===== src/rtl/hold_judge_pkg.sv =====
// Shared constants, defaults and helpers for the hold_press_judge channel bank.
package hold_judge_pkg;

    localparam logic MODE_LEVEL  = 1'b0;
    localparam logic MODE_TOGGLE = 1'b1;

    localparam int DEF_CH          = 4;
    localparam int DEF_HOLD_CYCLES = 50;
    localparam int DEF_SHORT_MIN   = 3;
    localparam int DEF_SYNC_STAGES = 2;
    localparam int DEF_CNT_W       = 16;

    function automatic int clog2(input int value);
        int result;
        result = 0;
        for (int i = 0; i < 31; i++) begin
            if ((1 << i) < value) result = i + 1;
        end
        return result;
    endfunction

endpackage


===== src/rtl/hold_judge_chan.sv =====
// One press/hold channel: input synchroniser, saturating high-time counter
// and registered held / long / short / latched outputs.
module hold_judge_chan
    import hold_judge_pkg::*;
#(
    parameter int HOLD_CYCLES = DEF_HOLD_CYCLES,
    parameter int SHORT_MIN   = DEF_SHORT_MIN,
    parameter int SYNC_STAGES = DEF_SYNC_STAGES,
    parameter int CNT_W       = DEF_CNT_W
) (
    input  logic clk,
    input  logic rst_n,
    input  logic raw,
    input  logic en,
    input  logic mode,
    output logic held,
    output logic long_pulse,
    output logic short_pulse,
    output logic latched
);

    localparam logic [CNT_W-1:0] HOLD_C  = CNT_W'(HOLD_CYCLES);
    localparam logic [CNT_W-1:0] SHORT_C = CNT_W'(SHORT_MIN);

    logic [SYNC_STAGES-1:0] sync;
    logic                   s;
    logic [CNT_W-1:0]       cnt;
    logic [CNT_W-1:0]       cnt_nxt;
    logic                   held_nxt;
    logic                   long_nxt;
    logic                   short_nxt;
    logic                   latched_nxt;

    assign s = sync[SYNC_STAGES-1];

    always_ff @(posedge clk or negedge rst_n) begin
        if (!rst_n) begin
            sync <= '0;
        end else begin
            sync[0] <= raw;
            for (int i = 1; i < SYNC_STAGES; i++) begin
                sync[i] <= sync[i-1];
            end
        end
    end

    always_comb begin
        cnt_nxt     = '0;
        held_nxt    = 1'b0;
        long_nxt    = 1'b0;
        short_nxt   = 1'b0;
        latched_nxt = latched;
        if (en && s) begin
            cnt_nxt = (cnt == HOLD_C) ? cnt : cnt + CNT_W'(1);
        end
        held_nxt  = en && s && (cnt == HOLD_C);
        // The pulse marks the rising edge of held, so a saturated hold never repeats it.
        long_nxt  = held_nxt && !held;
        short_nxt = en && !s && (cnt >= SHORT_C) && (cnt < HOLD_C);
        if (en) begin
            unique case (mode)
                MODE_LEVEL:  latched_nxt = held_nxt;
                MODE_TOGGLE: latched_nxt = latched ^ long_nxt;
                default:     latched_nxt = latched;
            endcase
        end
    end

    always_ff @(posedge clk or negedge rst_n) begin
        if (!rst_n) begin
            cnt         <= '0;
            held        <= 1'b0;
            long_pulse  <= 1'b0;
            short_pulse <= 1'b0;
            latched     <= 1'b0;
        end else begin
            cnt         <= cnt_nxt;
            held        <= held_nxt;
            long_pulse  <= long_nxt;
            short_pulse <= short_nxt;
            latched     <= latched_nxt;
        end
    end

endmodule


===== src/rtl/hold_press_judge.sv =====
// Multi-channel press/hold detector between the board inputs and the control FSM.
module hold_press_judge
    import hold_judge_pkg::*;
#(
    parameter int CH          = DEF_CH,
    parameter int HOLD_CYCLES = DEF_HOLD_CYCLES,
    parameter int SHORT_MIN   = DEF_SHORT_MIN,
    parameter int SYNC_STAGES = DEF_SYNC_STAGES,
    parameter int CNT_W       = DEF_CNT_W
) (
    input  logic          clk,
    input  logic          rst_n,
    input  logic [CH-1:0] raw_in,
    input  logic [CH-1:0] en,
    input  logic [CH-1:0] mode_toggle,
    output logic [CH-1:0] held,
    output logic [CH-1:0] long_pulse,
    output logic [CH-1:0] short_pulse,
    output logic [CH-1:0] latched
);

    if (HOLD_CYCLES < 2) begin : g_bad_hold
        $error("hold_press_judge: HOLD_CYCLES must be >= 2");
    end
    if (SHORT_MIN < 1 || SHORT_MIN >= HOLD_CYCLES) begin : g_bad_short
        $error("hold_press_judge: SHORT_MIN must satisfy 1 <= SHORT_MIN < HOLD_CYCLES");
    end
    if (SYNC_STAGES < 1) begin : g_bad_sync
        $error("hold_press_judge: SYNC_STAGES must be >= 1");
    end
    if (CNT_W < clog2(HOLD_CYCLES + 1)) begin : g_bad_cnt
        $error("hold_press_judge: CNT_W too narrow for HOLD_CYCLES");
    end

    for (genvar i = 0; i < CH; i++) begin : g_ch
        hold_judge_chan #(
            .HOLD_CYCLES (HOLD_CYCLES),
            .SHORT_MIN   (SHORT_MIN),
            .SYNC_STAGES (SYNC_STAGES),
            .CNT_W       (CNT_W)
        ) u_chan (
            .clk         (clk),
            .rst_n       (rst_n),
            .raw         (raw_in[i]),
            .en          (en[i]),
            .mode        (mode_toggle[i]),
            .held        (held[i]),
            .long_pulse  (long_pulse[i]),
            .short_pulse (short_pulse[i]),
            .latched     (latched[i])
        );
    end

endmodule


===== config.mk =====
export PLATFORM = sky130hd
export DESIGN_NAME = hold_press_judge
export DESIGN_NICKNAME = d
export VERILOG_FILES = /design/src/rtl/hold_judge_pkg.sv /design/src/rtl/hold_judge_chan.sv /design/src/rtl/hold_press_judge.sv
export SDC_FILE = /design/constraint.sdc
export NUM_CORES = 1
export LEC_CHECK = 0
export ABC_CLOCK_PERIOD_IN_PS = 1900
export CAP_MARGIN = 10
export CORE_UTILIZATION = 30
export CTS_BUF_LIST = sky130_fd_sc_hd__clkbuf_16
export CTS_CLUSTER_DIAMETER = 50
export DETAILED_ROUTE_END_ITERATION = 6
export SLEW_MARGIN = 0
export SYNTH_ARGS = -nofsm -noshare
export SYNTH_HDL_FRONTEND = slang
export SYNTH_SLANG_ARGS = --single-unit

===== constraint.sdc =====
create_clock -name clk -period 1.9 [get_ports clk]
set_input_delay 0.38 -clock clk [delete_from_list [all_inputs] [get_ports clk]]
set_output_delay 0.38 -clock clk [all_outputs]
set_load 0.005 [all_outputs]

==> flow_summary.json, run 1 <==
{
  "nets": 480,
  "first_global_vias": 3168,
  "status": "completed",
  "cts_tree": "built",
  "max_slew_margin_pct": 63.4,
  "layout-drive-gt1-share_pct": 9.94,
  "postRouteAntennaNets": 0,
  "synth.most_common_cell": "dfrtp_1",
  "yosys-top-cells-area": "dfrtp_1, xor2_1, nor2_1, nand4_1, xnor2_1",
  "worst_hold_path_type": "in2async",
  "route.met2.wl_mm": 4.02,
  "ctsHtreeMaxLevel": 3,
  "fin_util_pct": 36.7,
  "cts.clk_slew.worst_paths_ns": 0.06,
  "synth_cells": 431,
  "vias": 3208,
  "power_leakage_uw": 0.00218,
  "cts_setup_buffers": 0,
  "syn-num-nets": 453,
  "timing_worst_setup_path_type": "reg2out",
  "synth_commonest_cells": "dfrtp_1, nor2_1, xor2_1, nand4_1, nand3_1",
  "finalSetupViolCount": 0,
  "max_stage_delay_ns": 0.55,
  "peakVddDrop_mv": 0.389,
  "synth_edf_count": 0,
  "route.detailed.drc": 0,
  "m1WireLength_mm": 4.20,
  "rr_startpoint": "g_ch[0].u_chan.cnt[0]",
  "routed_wl_mm": 8.62,
  "grt_overflow_total": 0,
  "pwr-share-clk_pct": 47.5,
  "r2r.worst_path.cells": 6,
  "worstMarginPinSlew_ns": 0.549,
  "hpwlAfterDp_mm": 6.02,
  "clock_skew_ns": 0.00938,
  "worst-path-buf-inv": 1,
  "fin_crit_sh_pct": 87.7,
  "cts_buffer_depth": 2,
  "cts_sinks": 88,
  "io_buffers": 29,
  "power.density_nw_per_um2": 755,
  "synth_area_per_cell_um2": 10.2,
  "synth_seq_cells": 88,
  "routed_via_density": 4.99,
  "die_w_um": 123,
  "top_layer": "met4",
  "cts_made_buffers": 9,
  "critPathCaptureType": "output port",
  "cts_resized": 0,
  "n_antenna_cell": 0,
  "clock.fmax_mhz": 600,
  "syn2layout_area_growth_pct": 17.7,
  "rr_endpoint": "g_ch[0].u_chan.latched",
  "initialDrtViolationCount": 92,
  "period_needed_ns": 1.67,
  "maxSlewViolCount": 0,
  "clkLatencyLatePin_ns": 0.34,
  "grt_max_degree": 43,
  "grt_pass1_wl_mm": 15.0,
  "start_util_pct": 31.2,
  "ys_seq_area_share_pct": 50.1,
  "crit_arrival_ns": 1.29,
  "swShare_pct": 21.0,
  "rsz0062_at_grt": "false",
  "die_area_um2": 15100,
  "wire_per_inst_um": 13.4,
  "critPathLaunchType": "flop",
  "ys_types": 41,
  "worst-path-max-fanout": 4,
  "combPwrFrac_pct": 3.6,
  "ys.warnings.count": 0,
  "p_sw_uw": 821,
  "synth_flop_cell": "dfrtp_1",
  "worst_ep_required_time_ns": 1.52,
  "die_h_um": 123,
  "pwr-share-seq_pct": 48.9,
  "yosys.area.top_type": "dfrtp_1",
  "cap_violations": 0,
  "r2r_slack_ns": 0.26,
  "syn_area_um2": 4400,
  "wl_met3_um": 267,
  "place.gp.congestion": 0.783,
  "drt_first_pass_iters": 4,
  "rows": 43,
  "hold_viol_final": 0,
  "cts-root-buf": "clkbuf_16",
  "antenna_found_initial": 0,
  "crit_path_cell_trace": "clkdlybuf4s50_1",
  "holdBufCountCts": 0,
  "core_um2": 14100,
  "p_int_uw": 3090,
  "synth_top_area_share_pct": 50.1,
  "grt_use_total_pct": 12.5,
  "critPathSlowestCell": "clkdlybuf4s50_1",
  "cp_top_family": "buffers and inverters",
  "fin_setup_tns_ns": 0,
  "pin_count": 30,
  "async_reset_ff_share_pct": 100
}
cell usage in the layout, fill, tap and decap left out, types with 5 or more instances in the layout:
cell             count
dfrtp_1             88
nor2_1              61
xor2_1              33
clkdlybuf4s50_1     28
nand4_1             24
nand3_1             22
buf_4               15
xnor2_1             14
nand2_1             13
o21ai_0             12
a21oi_1             12
inv_1               11
or3_1               10
nor4_1               9
and4_1               9
clkbuf_16            9
and3_1               8
nand2b_1             8
ha_1                 8
nor4_2               6
nor3_1               6
nor4b_1              5
final cells by class:
cell class / count / area [µm²]
fillers: 1450 / 8920
flip-flops and latches: 88 / 2200
multi-input cells: 305 / 1990
repair buffers: 44 / 413
clock buffers: 9 / 225
well taps: 180 / 225
clock inverters: 7 / 87.6
inverters: 10 / 37.5
logic make-up after synthesis:
logic type	count (synthesis)	synth area share, %
buffers and inverters	38	4.75
multiplexers	1	0.256
AND/OR/NAND/NOR	208	27.3
adder cells (fa/ha/maj)	8	2.28
AO/OA/AOI/OAI	41	5.95
XOR/XNOR	47	9.36
flip-flops	88	50.1
flip-flops by register name, summed over array words and instances (netlist names):
name,count
g_ch.u_chan.short_pulse,4
g_ch.u_chan.latched,4
g_ch.u_chan.long_pulse,4
g_ch.u_chan.held,4
g_ch.u_chan.cnt,64
g_ch.u_chan.sync,8
metal layers:
| layer | up-vias | GRT usage, % |
|---|---|---|
| met5 | - | 0 |
| met4 | 0 | 5.27 |
| met2 | 52 | 19.7 |
| met1 | 1571 | 16.5 |
| met3 | 13 | 2.95 |
| li1 | 1572 | - |
per-stage QoR:
step | area (µm²) | hold WS, ns | setup slack, ns | power [µW] | instances
floorplan | 4400 | 0.0844 | 0.261 | 1990 | 431
global placement | 4860 | 0.333 | 0.218 | 2090 | 627
detailed placement | 4860 | 0.339 | 0.223 | 2090 | 627
CTS | 5180 | 0.0378 | 0.192 | 3970 | 643
global route | 5180 | 0.0616 | 0.107 | 4060 | 643
finish | 5180 | 0.0132 | 0.235 | 3910 | 643
worst max path at each step:
| stage | from | end | slack (ns) | cells past startpoint |
|---|---|---|---|---|
| detailed placement | en[0] | g_ch[0].u_chan.short_pulse | 0.22 | 4 |
| finish | g_ch[2].u_chan.held | held[2] | 0.23 | 1 |
| CTS | g_ch[2].u_chan.held | held[2] | 0.19 | 1 |
| global placement | en[0] | g_ch[0].u_chan.short_pulse | 0.22 | 4 |
| floorplan | g_ch[0].u_chan.cnt[0] | g_ch[0].u_chan.latched | 0.26 | 6 |
| global route | g_ch[3].u_chan.cnt[9] | g_ch[3].u_chan.latched | 0.11 | 4 |
power groups by stage:
| stage | Sequential, µW | Clock (µW) | Combinational (µW) |
|---|---|---|---|
| final | 1910 | 1860 | 141 |
| after global routing | 1910 | 1980 | 161 |
| after CTS | 1910 | 1920 | 146 |
| after detailed placement | 1940 | 0 | 146 |
| after global placement | 1940 | 0 | 142 |
| after floorplan | 1940 | 0 | 50.3 |
No activity file was read; power rests on OpenSTA's default activity.
==> inputs of run 2 (changes only) <==
--- a/config.mk
+++ b/config.mk
@@ -7,6 +7,7 @@
 export LEC_CHECK = 0
 export ABC_CLOCK_PERIOD_IN_PS = 1900
 export CAP_MARGIN = 10
+export CORE_ASPECT_RATIO = 0.9
 export CORE_UTILIZATION = 30
 export CTS_BUF_LIST = sky130_fd_sc_hd__clkbuf_16
 export CTS_CLUSTER_DIAMETER = 50
==> flow_summary.json, run 2 (synthesized netlist as in run 1, its figures left out) <==
{
  "status": "completed",
  "cts.clk_slew.worst_paths_ns": 0.07,
  "crit_start": "g_ch[0].u_chan.cnt[1]",
  "place.gp.congestion": 0.777,
  "hpwlAfterDp_mm": 5.73,
  "worstMarginPinSlew_ns": 0.479,
  "peakVddDrop_mv": 0.675,
  "largest_reg_flops": 64,
  "worst_ep_required_time_ns": 2.13,
  "cts_resized": 0,
  "critPathCaptureType": "flop",
  "antenna_found_initial": 0,
  "final_common_cell": "dfrtp_1",
  "routed_via_density": 4.91,
  "syn2layout_area_growth_pct": 16.2,
  "n_antenna_cell": 0,
  "core_um2": 14200,
  "worst-path-max-fanout": 7,
  "fin_setup_tns_ns": 0,
  "timing_worst_setup_path_type": "reg2reg",
  "fill_cells": 1455,
  "clkLatencyLatePin_ns": 0.35,
  "holdBufCountCts": 0,
  "clock_skew_ns": 0.00603,
  "clock.fmax_mhz": 596,
  "die_area_um2": 15100,
  "period_needed_ns": 1.68,
  "rows": 41,
  "finalSetupViolCount": 0,
  "regArea_um2": 2200,
  "cts_made_buffers": 9,
  "cts_tree": "built",
  "grt_use_total_pct": 12.7,
  "hold_viol_final": 0,
  "layout-drive-gt1-share_pct": 8.73,
  "nets": 475,
  "grt_overflow_total": 0,
  "largestRegisters": "g_ch.u_chan.cnt: 64 flops, g_ch.u_chan.sync: 8 flops",
  "cts_buffer_depth": 2,
  "rr_startpoint": "g_ch[0].u_chan.cnt[1]",
  "cap_violations": 0,
  "maxSlewViolCount": 0,
  "drt_first_pass_iters": 4,
  "route.detailed.drc": 0,
  "ctsHtreeMaxLevel": 3,
  "fin_util_pct": 36.1,
  "postPlaceCellArea_um2": 4840,
  "die_h_um": 117,
  "initialDrtViolationCount": 167,
  "io_buffers": 29,
  "cts_sinks": 88,
  "vias": 3194,
  "wire_per_inst_um": 13.3,
  "placed_cells": 635,
  "crit_arrival_ns": 1.90,
  "layout_common_cells": "dfrtp_1, nor2_1, xor2_1, clkdlybuf4s50_1, nand4_1",
  "routed_wl_mm": 8.65,
  "grt_max_degree": 89,
  "worst_hold_path_type": "in2async",
  "multi_input_area_um2": 1990,
  "max_slew_margin_pct": 68.1,
  "start_util_pct": 31.1,
  "cts-root-buf": "clkbuf_16",
  "power_leakage_uw": 0.00215,
  "die_w_um": 130,
  "top_register": "g_ch.u_chan.cnt",
  "pin_count": 30,
  "power.density_nw_per_um2": 714,
  "first_global_vias": 3092,
  "postRouteAntennaNets": 0,
  "fin_crit_sh_pct": 88.2,
  "grt_pass1_wl_mm": 15.1,
  "cts_setup_buffers": 0,
  "critPathLaunchType": "flop",
  "final_cells": 651,
  "stdcell_area_um2": 5110,
  "rsz0062_at_grt": "false"
}
==> run 2: cell count changes in the layout (fill, tap and decap cells not counted) <==
cell        change
clkinv_4        +1
buf_4           -5
inv_1           +2
clkinvlp_4      -1
clkinv_1        -1
bufinv_16       -2
inv_6           +1
==> run 2: through the flow <==
step | total power, µW | hold slack (ns) | setup slack, ns
global route | 3810 | 0.114 | 0.0923
finish | 3650 | 0.0511 | 0.223
floorplan | 1990 | 0.0844 | 0.261
detailed placement | 2090 | 0.335 | 0.193
global placement | 2080 | 0.331 | 0.231
CTS | 3730 | 0.0943 | 0.173
==> run 2: layer usage <==
layer | wire, µm | GRT usage [%]
met3 | 422 | 4.95
met5 | 0 | 0
met4 | 64 | 3.57
met1 | 4080 | 16.5
met2 | 4090 | 19.6
==> run 2: power breakdown <==
group	switching [µW]	leakage [µW]	internal (µW)
registers	18.9	0.00121	1890
logic	81.1	0.000801	55.6
clock network	727	0.000140	876
==> run 2: final timing paths <==
| path | slack, ns | to | depth (start not counted) |
|---|---|---|---|
| worst max-delay path | 0.22 | g_ch[0].u_chan.cnt[12] | 5 |
| worst min-delay path | 0.05 | g_ch[2].u_chan.cnt[2] | 2 |
| worst max register to register | 0.22 | g_ch[0].u_chan.cnt[12] | 5 |
| worst min register to register | 0.35 | g_ch[1].u_chan.sync[1] | 0 |
| max in group asynchronous | 1.46 | g_ch[3].u_chan.long_pulse | 2 |
| min in group clk | 0.35 | g_ch[1].u_chan.sync[1] | 0 |
==> run 2: cell type report <==
| class | count | share of cell area, % |
|---|---|---|
| sequential | 88 | 43.1 |
| multi-input combinational | 305 | 38.9 |
| timing repair buffer | 39 | 7.35 |
| tap | 193 | 4.73 |
| clock buffer | 9 | 4.41 |
| clock inverter | 7 | 0.808 |
| inverter | 10 | 0.735 |
==> run 2: worst max-delay path, stage by stage, from the launching register on <==
cell and delay, ns:
dfrtp_1 0.47, ha_1 0.29, nand3_1 0.23, nor4_1 0.35
xnor2_1 0.16, nor2_1 0.06
==> inputs of run 3 (changes only) <==
--- a/config.mk
+++ b/config.mk
@@ -16,3 +16,4 @@
 export SYNTH_ARGS = -nofsm -noshare
 export SYNTH_HDL_FRONTEND = slang
 export SYNTH_SLANG_ARGS = --single-unit
+export TNS_END_PERCENT = 20
==> results of run 3 <==
Same layout as run 2: the final DEF is identical, and so are final timing and power.
